`src/rtl/aud_play_feeder.sv`:
```
// Playback sequencer feeding the I2S DAC serializer: SRAM reads, fast skip, slow hold/interp.
// Define AUD_FEEDER_INTERP_EN to compile in the linear-interpolation datapath.
module aud_play_feeder #(
  parameter int unsigned ADDR_W = 20
) (
  input  logic              i_rst_n,
  input  logic              i_bclk,
  input  logic              i_daclrck,
  input  logic              i_start,
  input  logic              i_pause,
  input  logic              i_stop,
  input  logic              i_fast,
  input  logic [2:0]        i_speed,
  input  logic              i_interp,
  input  logic [ADDR_W-1:0] i_end_addr,
  output logic [ADDR_W-1:0] o_sram_addr,
  input  logic [15:0]       i_sram_data,
  output logic [15:0]       o_dac_data,
  output logic              o_en,
  output logic              o_busy,
  output logic              o_done
);

  typedef enum logic [2:0] {
    StIdle, StRdA, StRdB, StCapA, StCapB, StCalc, StReady, StFinish
  } state_e;

  state_e            state_q;
  logic              lrck_q;
  logic              fast_q;
  logic [2:0]        speed_q;
  logic [ADDR_W-1:0] end_q;
  logic [ADDR_W:0]   j_q;
  logic [2:0]        k_q;
  logic [15:0]       a_q;
  logic [15:0]       next_q;

  logic              tick;
  logic [3:0]        n_fac;
  logic              last_phase;
  logic              move;
  logic              is_last;
  logic [ADDR_W:0]   j_adv;
  logic [ADDR_W:0]   j_inc;
  logic [ADDR_W-1:0] b_addr;
  logic [15:0]       calc_val;

  assign tick       = i_daclrck & ~lrck_q;
  assign n_fac      = {1'b0, speed_q} + 4'd1;
  assign last_phase = (k_q == speed_q);
  assign move       = fast_q | last_phase;
  assign j_adv      = fast_q ? j_q + {{(ADDR_W-3){1'b0}}, n_fac}
                             : j_q + {{ADDR_W{1'b0}}, last_phase};
  // One extra address bit so that stepping past the end never wraps.
  assign is_last    = move && (j_adv > {1'b0, end_q});
  assign j_inc      = j_q + {{ADDR_W{1'b0}}, 1'b1};
  assign b_addr     = (j_inc > {1'b0, end_q}) ? j_q[ADDR_W-1:0] : j_inc[ADDR_W-1:0];

`ifdef AUD_FEEDER_INTERP_EN
  logic               interp_q;
  logic [15:0]        b_q;
  logic [12:0]        ratio;
  logic [15:0]        kr;
  logic signed [16:0] diff;
  logic signed [33:0] diff_x;
  logic signed [33:0] kr_x;
  logic signed [33:0] prod;
  logic signed [33:0] sum;
  logic [15:0]        interp_val;

  // ratio ~= 4096 / N, so k * ratio >> 12 is the fractional position k / N.
  always_comb begin
    case (speed_q)
      3'd0:    ratio = 13'd4096;
      3'd1:    ratio = 13'd2048;
      3'd2:    ratio = 13'd1365;
      3'd3:    ratio = 13'd1024;
      3'd4:    ratio = 13'd819;
      3'd5:    ratio = 13'd683;
      3'd6:    ratio = 13'd585;
      default: ratio = 13'd512;
    endcase
  end

  assign kr     = {13'd0, k_q} * {3'd0, ratio};
  assign diff   = $signed({b_q[15], b_q}) - $signed({a_q[15], a_q});
  assign diff_x = {{17{diff[16]}}, diff};
  assign kr_x   = $signed({18'd0, kr});
  assign prod   = diff_x * kr_x;
  assign sum    = (prod >>> 12) + $signed({{18{a_q[15]}}, a_q});

  always_comb begin
    if (sum > 34'sd32767) begin
      interp_val = 16'h7fff;
    end else if (sum < -34'sd32768) begin
      interp_val = 16'h8000;
    end else begin
      interp_val = sum[15:0];
    end
  end

  always_comb begin
    calc_val = a_q;
    if (!fast_q && interp_q) begin
      calc_val = interp_val;
    end
  end
`else
  logic unused_interp;
  assign unused_interp = i_interp;

  always_comb begin
    calc_val = a_q;
  end
`endif

  always_ff @(posedge i_bclk or negedge i_rst_n) begin
    if (!i_rst_n) begin
      state_q     <= StIdle;
      lrck_q      <= 1'b1;
      fast_q      <= 1'b0;
      speed_q     <= 3'd0;
      end_q       <= '0;
      j_q         <= '0;
      k_q         <= 3'd0;
      a_q         <= 16'd0;
      next_q      <= 16'd0;
      o_sram_addr <= '0;
      o_dac_data  <= 16'd0;
      o_en        <= 1'b0;
      o_busy      <= 1'b0;
      o_done      <= 1'b0;
`ifdef AUD_FEEDER_INTERP_EN
      interp_q    <= 1'b0;
      b_q         <= 16'd0;
`endif
    end else begin
      lrck_q <= i_daclrck;
      o_en   <= 1'b0;
      o_done <= 1'b0;
      if (i_stop) begin
        state_q    <= StIdle;
        o_busy     <= 1'b0;
        o_dac_data <= 16'd0;
        k_q        <= 3'd0;
      end else begin
        case (state_q)
          StIdle: begin
            if (i_start) begin
              fast_q   <= i_fast;
              speed_q  <= i_speed;
              end_q    <= i_end_addr;
`ifdef AUD_FEEDER_INTERP_EN
              interp_q <= i_interp;
`endif
              j_q      <= '0;
              k_q      <= 3'd0;
              o_busy   <= 1'b1;
              state_q  <= StRdA;
            end
          end
          StRdA: begin
            o_sram_addr <= j_q[ADDR_W-1:0];
            state_q     <= StRdB;
          end
          StRdB: begin
            o_sram_addr <= b_addr;
            state_q     <= StCapA;
          end
          StCapA: begin
            a_q     <= i_sram_data;
            state_q <= StCapB;
          end
          StCapB: begin
`ifdef AUD_FEEDER_INTERP_EN
            b_q     <= i_sram_data;
`endif
            state_q <= StCalc;
          end
          StCalc: begin
            next_q  <= calc_val;
            state_q <= StReady;
          end
          StReady: begin
            if (tick && !i_pause) begin
              o_en       <= 1'b1;
              o_dac_data <= next_q;
              if (is_last) begin
                state_q <= StFinish;
              end else if (move) begin
                j_q     <= j_adv;
                k_q     <= 3'd0;
                state_q <= StRdA;
              end else begin
                k_q     <= k_q + 3'd1;
                state_q <= StCalc;
              end
            end
          end
          StFinish: begin
            o_done     <= 1'b1;
            o_busy     <= 1'b0;
            o_dac_data <= 16'd0;
            state_q    <= StIdle;
          end
          default: state_q <= StIdle;
        endcase
      end
    end
  end

endmodule

```
`config.mk`:
```
export PLATFORM = sky130hd
export DESIGN_NAME = aud_play_feeder
export DESIGN_NICKNAME = d
export VERILOG_FILES = /design/src/rtl/aud_play_feeder.sv
export SDC_FILE = /design/constraint.sdc
export NUM_CORES = 1
export LEC_CHECK = 0
export ABC_AREA = 1
export CORE_MARGIN = 2
export CORE_UTILIZATION = 40
export DETAILED_ROUTE_END_ITERATION = 16
export PLACE_DENSITY = 0.61
export SLEW_MARGIN = 40
export SYNTH_ARGS = -nofsm -noshare
export SYNTH_HDL_FRONTEND = slang
export SYNTH_SLANG_ARGS = --single-unit
```
`constraint.sdc`:
```
create_clock -name i_bclk -period 3.71 [get_ports i_bclk]
set_clock_uncertainty 0.2 [all_clocks]
set_input_delay 0.742 -clock i_bclk [delete_from_list [all_inputs] [get_ports i_bclk]]
set_output_delay 0.742 -clock i_bclk [all_outputs]
set_load 0.02 [all_outputs]
```
# == Yosys cells after proc, flatten, opt, wreduce, memory -nomap -nowiden ==
# Index checks and enable logic that the tools add are counted.
# word_totals
output_inout_bits,39
register_bits,123
# op_classes
addsub,5
n_bitwise,4
muxes,31
n_reduce_logical,18
n_eq_ne,15
n_lt_le_gt_ge,2
# ops
operator,n
21-bit 2-to-1 mux,5
21-bit by 20-bit greater-than comparator with 1-bit output,2
21-bit one-hot mux with 2 select lines,1
20-bit one-hot mux with 2 select lines,1
16-bit 2-to-1 mux,2
16-bit one-hot mux with 2 select lines,1
3-bit 2-to-1 mux,10
3-bit one-hot mux with 8 select lines,1
21-bit by 1-bit adder with 21-bit output,1
"21-bit by 1-bit adder with 21-bit output, second input constant",1
21-bit by 4-bit adder with 21-bit output,1
20-bit 2-to-1 mux,1
"3-bit == test, second input constant",4
2-bit AND reduction,6
"3-bit != test, second input constant",3
3-bit nonzero test,3
"2-bit != test, second input constant",4
1-bit 2-to-1 mux,7
"3-bit by 2-bit == test with 1-bit output, second input constant",2
3-bit one-hot mux with 2 select lines,1
6-bit AND reduction,1
"3-bit by 1-bit adder with 4-bit output, second input constant",1
4-bit AND reduction,1
2-bit nonzero test,2
other kinds (11),13

# == Depth between registers and ports, before layout ==
# depth
depth_word,9
ltp_mapped,33
mapped_depth_nobuf,32

# == Least setup slack after synthesis ==
# Ideal clock, no wire load.
# synth_timing
path_type,flip-flop to flip-flop
from,register j_q[0]
to,register j_q[1]
required_ns,3.393
n_path_buf,1
period_less_slack_ns,3.608
path_slack_ns,0.102
arrival_time_ns,3.290
path_stages_with_launch,33
path_cell_list,dfrtp_1 > inv_1 > ha_1 > inv_1 > fa_1 > nand2_1 > nand2_1 > a21oi_1 > inv_1 > nand2_1 > nor2_1 > inv_1 > nor2_1 > or2_2 > inv_1 > ha_1 > nand2_1 > nand2_1 > nand2_1 > nand2_1 > a21oi_1 > nand2_1 > nand2_1 > nand2_1 > nand2_1 > nand2_1 > nand2_1 > nand2_2 > nand3_4 > nand3_4 > buf_6 > nand2_1 > nand2_1
# synth_between
elab_chain_cells,6
elab_cells_between_ends,11
classes_between,add/sub: 2; order compare: 1; eq/ne: 1; mux: 5; reduce/logical: 2
# synth_lines
element,line_no,rtl
from (decl),33,logic [ADDR_W:0] j_q;
from (signal assigned),191,j_q <= j_adv;
21-bit by 1-bit adder with 21-bit output / 21-bit by 4-bit adder with 21-bit output (equally long branches),"53, 52",
21-bit 2-to-1 mux (*),52,"assign j_adv = fast_q ? j_q + {{(ADDR_W-3){1'b0}}, n_fac}"
21-bit by 20-bit greater-than comparator with 1-bit output / 21-bit 2-to-1 mux (equally long branches),"55, 190",
1-bit logical AND / 21-bit 2-to-1 mux (equally long branches),"55, 188",
2-bit != test (no line) / 21-bit 2-to-1 mux (equally long branches),-,
6-bit AND reduction (no line) / 21-bit one-hot mux with 2 select lines (equally long branches),-,
# Every way passes the cells marked *; elsewhere a longest branch is shown, timed or not. The select of a mux whose other input is x is not followed.
# A chain may end at the register's enable or synchronous reset.

# == Worst setup path in the final report ==
# layout_timing
from,register j_q[0]
to,register j_q[8]
# Same word-level chain as after synthesis.

==> flow_summary_export.csv <==
group,metric,value,unit
worst_setup_path,critPathKind,"flip-flop to flip-flop",
pwr,power_density,402,nW/µm²
sta,relSlewSlack,56.2,%
worst_setup_path,worst_setup_path_end_kind,"flip-flop",
floorplanning,num_rows,49,
floorplanning,die-area,19600,µm²
worst_setup_path,crit_fanout,21,
pwr,worst_ir_drop_vdd,360,µV
placement,place_congestion,0.884,
placement,portBuffers,84,
yosys,ys_warn_count,0,
yosys,synth_nets,1088,
routing,routed.top_layer,"met4",
global_route,grt_pass1_wl,33700,µm
clock_tree,cts_buffer_depth,2,
sta,hold_ws,0.0782,ns
yosys,syn-instance-count,993,
routing,wl_met2,10000,µm
cells_and_area,drive_above_1_share,17.8,%
placement,dp.final_hpwl,14700,µm
floorplanning,io_pins,86,
sta,finalCritPeriodShare,105,%
worst_setup_path,cp-start-kind,"flip-flop",
routing,wl_met1,9630,µm
sta,postLayoutSetupSlackWorst,-0.181,ns
floorplanning,die_y,140,µm
min_path,holdCritPathClass,"primary input to async pin",
yosys,ys_types,38,
yosys,yosysSeqAreaShare,41.7,%
cells_and_area,n_fill_cell,1748,
worst_setup_path,critical-path-top-delay-family,"simple AND/OR/NAND/NOR gates",
placement,place_ws,-0.225,ns
worst_setup_path,slowest_stage,"dfrtp_1",
outcome,violations,"negative setup slack",
yosys,postSynthAreaPerCell,7.44,µm²
routing,drtPass1Iterations,5,
routing,viasPerCell,4.90,
sta,setup_violations,26,
floorplanning,core,18000,µm²
cells_and_area,nets,1230,
global_route,grt_pass1_vias,6556,
global_route,grt.overflow.total,0,
sta,hold_violations,0,
worst_setup_path,crit_arrival,4.01,ns
yosys,synth_area,7390,µm²
sta,max_clock_freq,0.257,GHz
clock_tree,htree_num_levels,4,
worst_setup_path,crit_chain,"inv_2 -> ha_4 -> inv_2 -> fa_2 -> nand2_1 -> nand2_1 -> a21oi_2 -> inv_2 -> nand4_1 -> xor2_1 -> inv_1 -> ha_4 -> buf_6 -> buf_4 -> nand4_1 -> nor4_2 -> nand4_1 -> nand3_4 -> nand3_4 -> buf_12 -> nand2_1 -> nand2_1",
routing,drtIter0Drc,504,
sta,period_needed,3.89,ns
worst_setup_path,cp_common_cell,"nand2_1",
routing,ant_nets,0,
cells_and_area,diodes,0,
routing,routedWlPerCell,15.1,µm
sta,rsz0062_at_grt,"true",
worst_setup_path,path_buf_inv,7,
clock_tree,clock_latency,0.43,ns
yosys,yosys_register_bits,123,
global_route,antenna_found_initial,0,
clock_tree,cts_inserted_buffers,17,
clock_tree,clock-root-buffer,"clkbuf_16",
routing,met3_length,800,µm
routing,remaining_drc_errors,0,
clock_tree,ctsHoldBuffers,0,
sta,tightest_slew,0.657,ns
global_route,track_usage,21.7,%
outcome,status,"complete, but fails checks",
sta,final_max_slew_viol_count,0,
routing,drt_wl_total,20800,µm
cells_and_area,instances_no_fill,1377,
pwr,leakagePower,5.16,nW
floorplanning,die_x,140,µm
worst_setup_path,worst_path_largest_cell_delay,0.38,ns
clock_tree,cts_tree,"built",
routing,vias,6749,
worst_setup_path,crit_required,3.83,ns
cells_and_area,area_delta_synth_final,34.6,%
global_route,grt_max_degree,89,
clock_tree,clkSinkCount,123,
placement,post-place-cells,1334,
floorplanning,start_util,41.0,%
clock_tree,clk_pin_slew_worst_paths,0.06,ns
job,maxCapViolations,0,
[cells in the mapped netlist, drive strengths merged]
master / count / area (µm²)
nand2: 288 / 1090
inv: 141 / 529
dfrtp: 122 / 3050
nor2: 103 / 417
nand3: 83 / 445
a21oi: 61 / 309
ha: 47 / 588
o21ai: 28 / 140
nand4: 25 / 156
xor2: 24 / 210
clkbuf: 21 / 78.8
buf: 14 / 88.8
nor4: 9 / 56.3
nor3: 8 / 50.1
a211oi: 3 / 22.5
mux2: 3 / 33.8
xnor2: 3 / 26.3
or2: 2 / 12.5
a31oi: 1 / 6.26
and3: 1 / 6.26
clkinv: 1 / 3.75
dfstp: 1 / 26.3
fa: 1 / 20.0
nand3b: 1 / 7.51
nor3b: 1 / 7.51
o221a: 1 / 11.3
[area by class of cell]
type	count	area [µm²]	area share, %
Tap cell	229	287	2.88
Clock buffer	17	425	4.28
Timing Repair Buffer	158	1470	14.8
Inverter	142	533	5.36
Sequential cell	123	3080	31.0
Clock inverter	15	163	1.63
Multi-Input combinational cell	693	3990	40.1
[layout by cell type, fill, tap and decap left out, drive strengths merged, types with 2 or more instances in the layout]
cell type        n
clkinvlp         2
inv            153
clkbuf          17
ha              47
dfrtp          122
a21oi           61
o21ai           28
buf             75
xor2            24
nor3             8
nor4             9
nor2           103
clkdlybuf4s50   83
or2              2
a211oi           3
nand2          288
nand4           25
xnor2            3
mux2             3
nand3           83
[worst reg2reg max path: cells and delay by family (launching register included)]
kind / cells / cell delay [ns]
AND/OR/NAND/NOR: 10 / 1.23
adder cells (fa/ha/maj): 3 / 0.81
buffers and inverters: 7 / 0.75
flip-flops: 1 / 0.38
XOR/XNOR: 1 / 0.26
AO/OA/AOI/OAI: 1 / 0.14
[metrics by stage]
stage               instance area, µm²  power [mW]  setup TNS (ns)  util [%]
CTS                               9570        3.95           -1.68      53.1
global route                      9950        4.21          -10.51      55.2
global placement                  8850        2.23           -4.15      49.1
finish                            9950        4.00           -4.03      55.2
detailed placement                8860        2.25           -4.90      49.1
floorplan                         7390        1.95               0         -
[metal layers]
layer  global-route usage, %  vias to the layer above
met1                    29.1                     3152
li1                        -                     3429
met4                    7.53                        0
met3                    3.52                       25
met5                       0                        -
met2                    35.8                      143
[logic make-up after synthesis]
kind of cell | after synthesis | share of synthesized area (%)
compound gates | 94 | 6.62
xor+xnor | 27 | 3.20
fa+ha+maj | 48 | 8.23
buf+inv | 177 | 9.48
flops | 123 | 41.7
mux | 3 | 0.457
simple gates | 521 | 30.4
[what timing repair did]
item / 4_1_cts / 5_1_grt
resized for setup: 23 / 71
setup buffers: 2 / 9
pin swaps: 1 / 21
setup endpoints to repair: 43 / 46
[final timing paths]
path	from	end	slack, ns	cells past startpoint
max reg2reg	j_q[0]	j_q[8]	-0.18	22
min in group i_bclk	o_sram_addr[12]	o_sram_addr[12]	0.28	2
min reg2reg	o_sram_addr[12]	o_sram_addr[12]	0.28	2
min	i_rst_n	end_q[17]	0.08	1
max	j_q[0]	j_q[8]	-0.18	22
max in group asynchronous	i_rst_n	j_q[1]	2.35	2
[sequential cells by signal, indices dropped and copies added, names as in the netlist]
register     cells
state_q          3
j_q             21
fast_q           1
o_busy           1
a_q             16
o_sram_addr     20
o_dac_data      16
next_q          16
k_q              3
end_q           20
speed_q          3
o_done           1
lrck_q           1
o_en             1
[power breakdown]
part / leakage [nW] / switching, mW / internal, mW
Sequential: 1.56 / 0.0571 / 1.47
Clock: 0.286 / 0.729 / 0.958
Combinational: 3.31 / 0.450 / 0.334
Power figures use the tool's default switching activity.
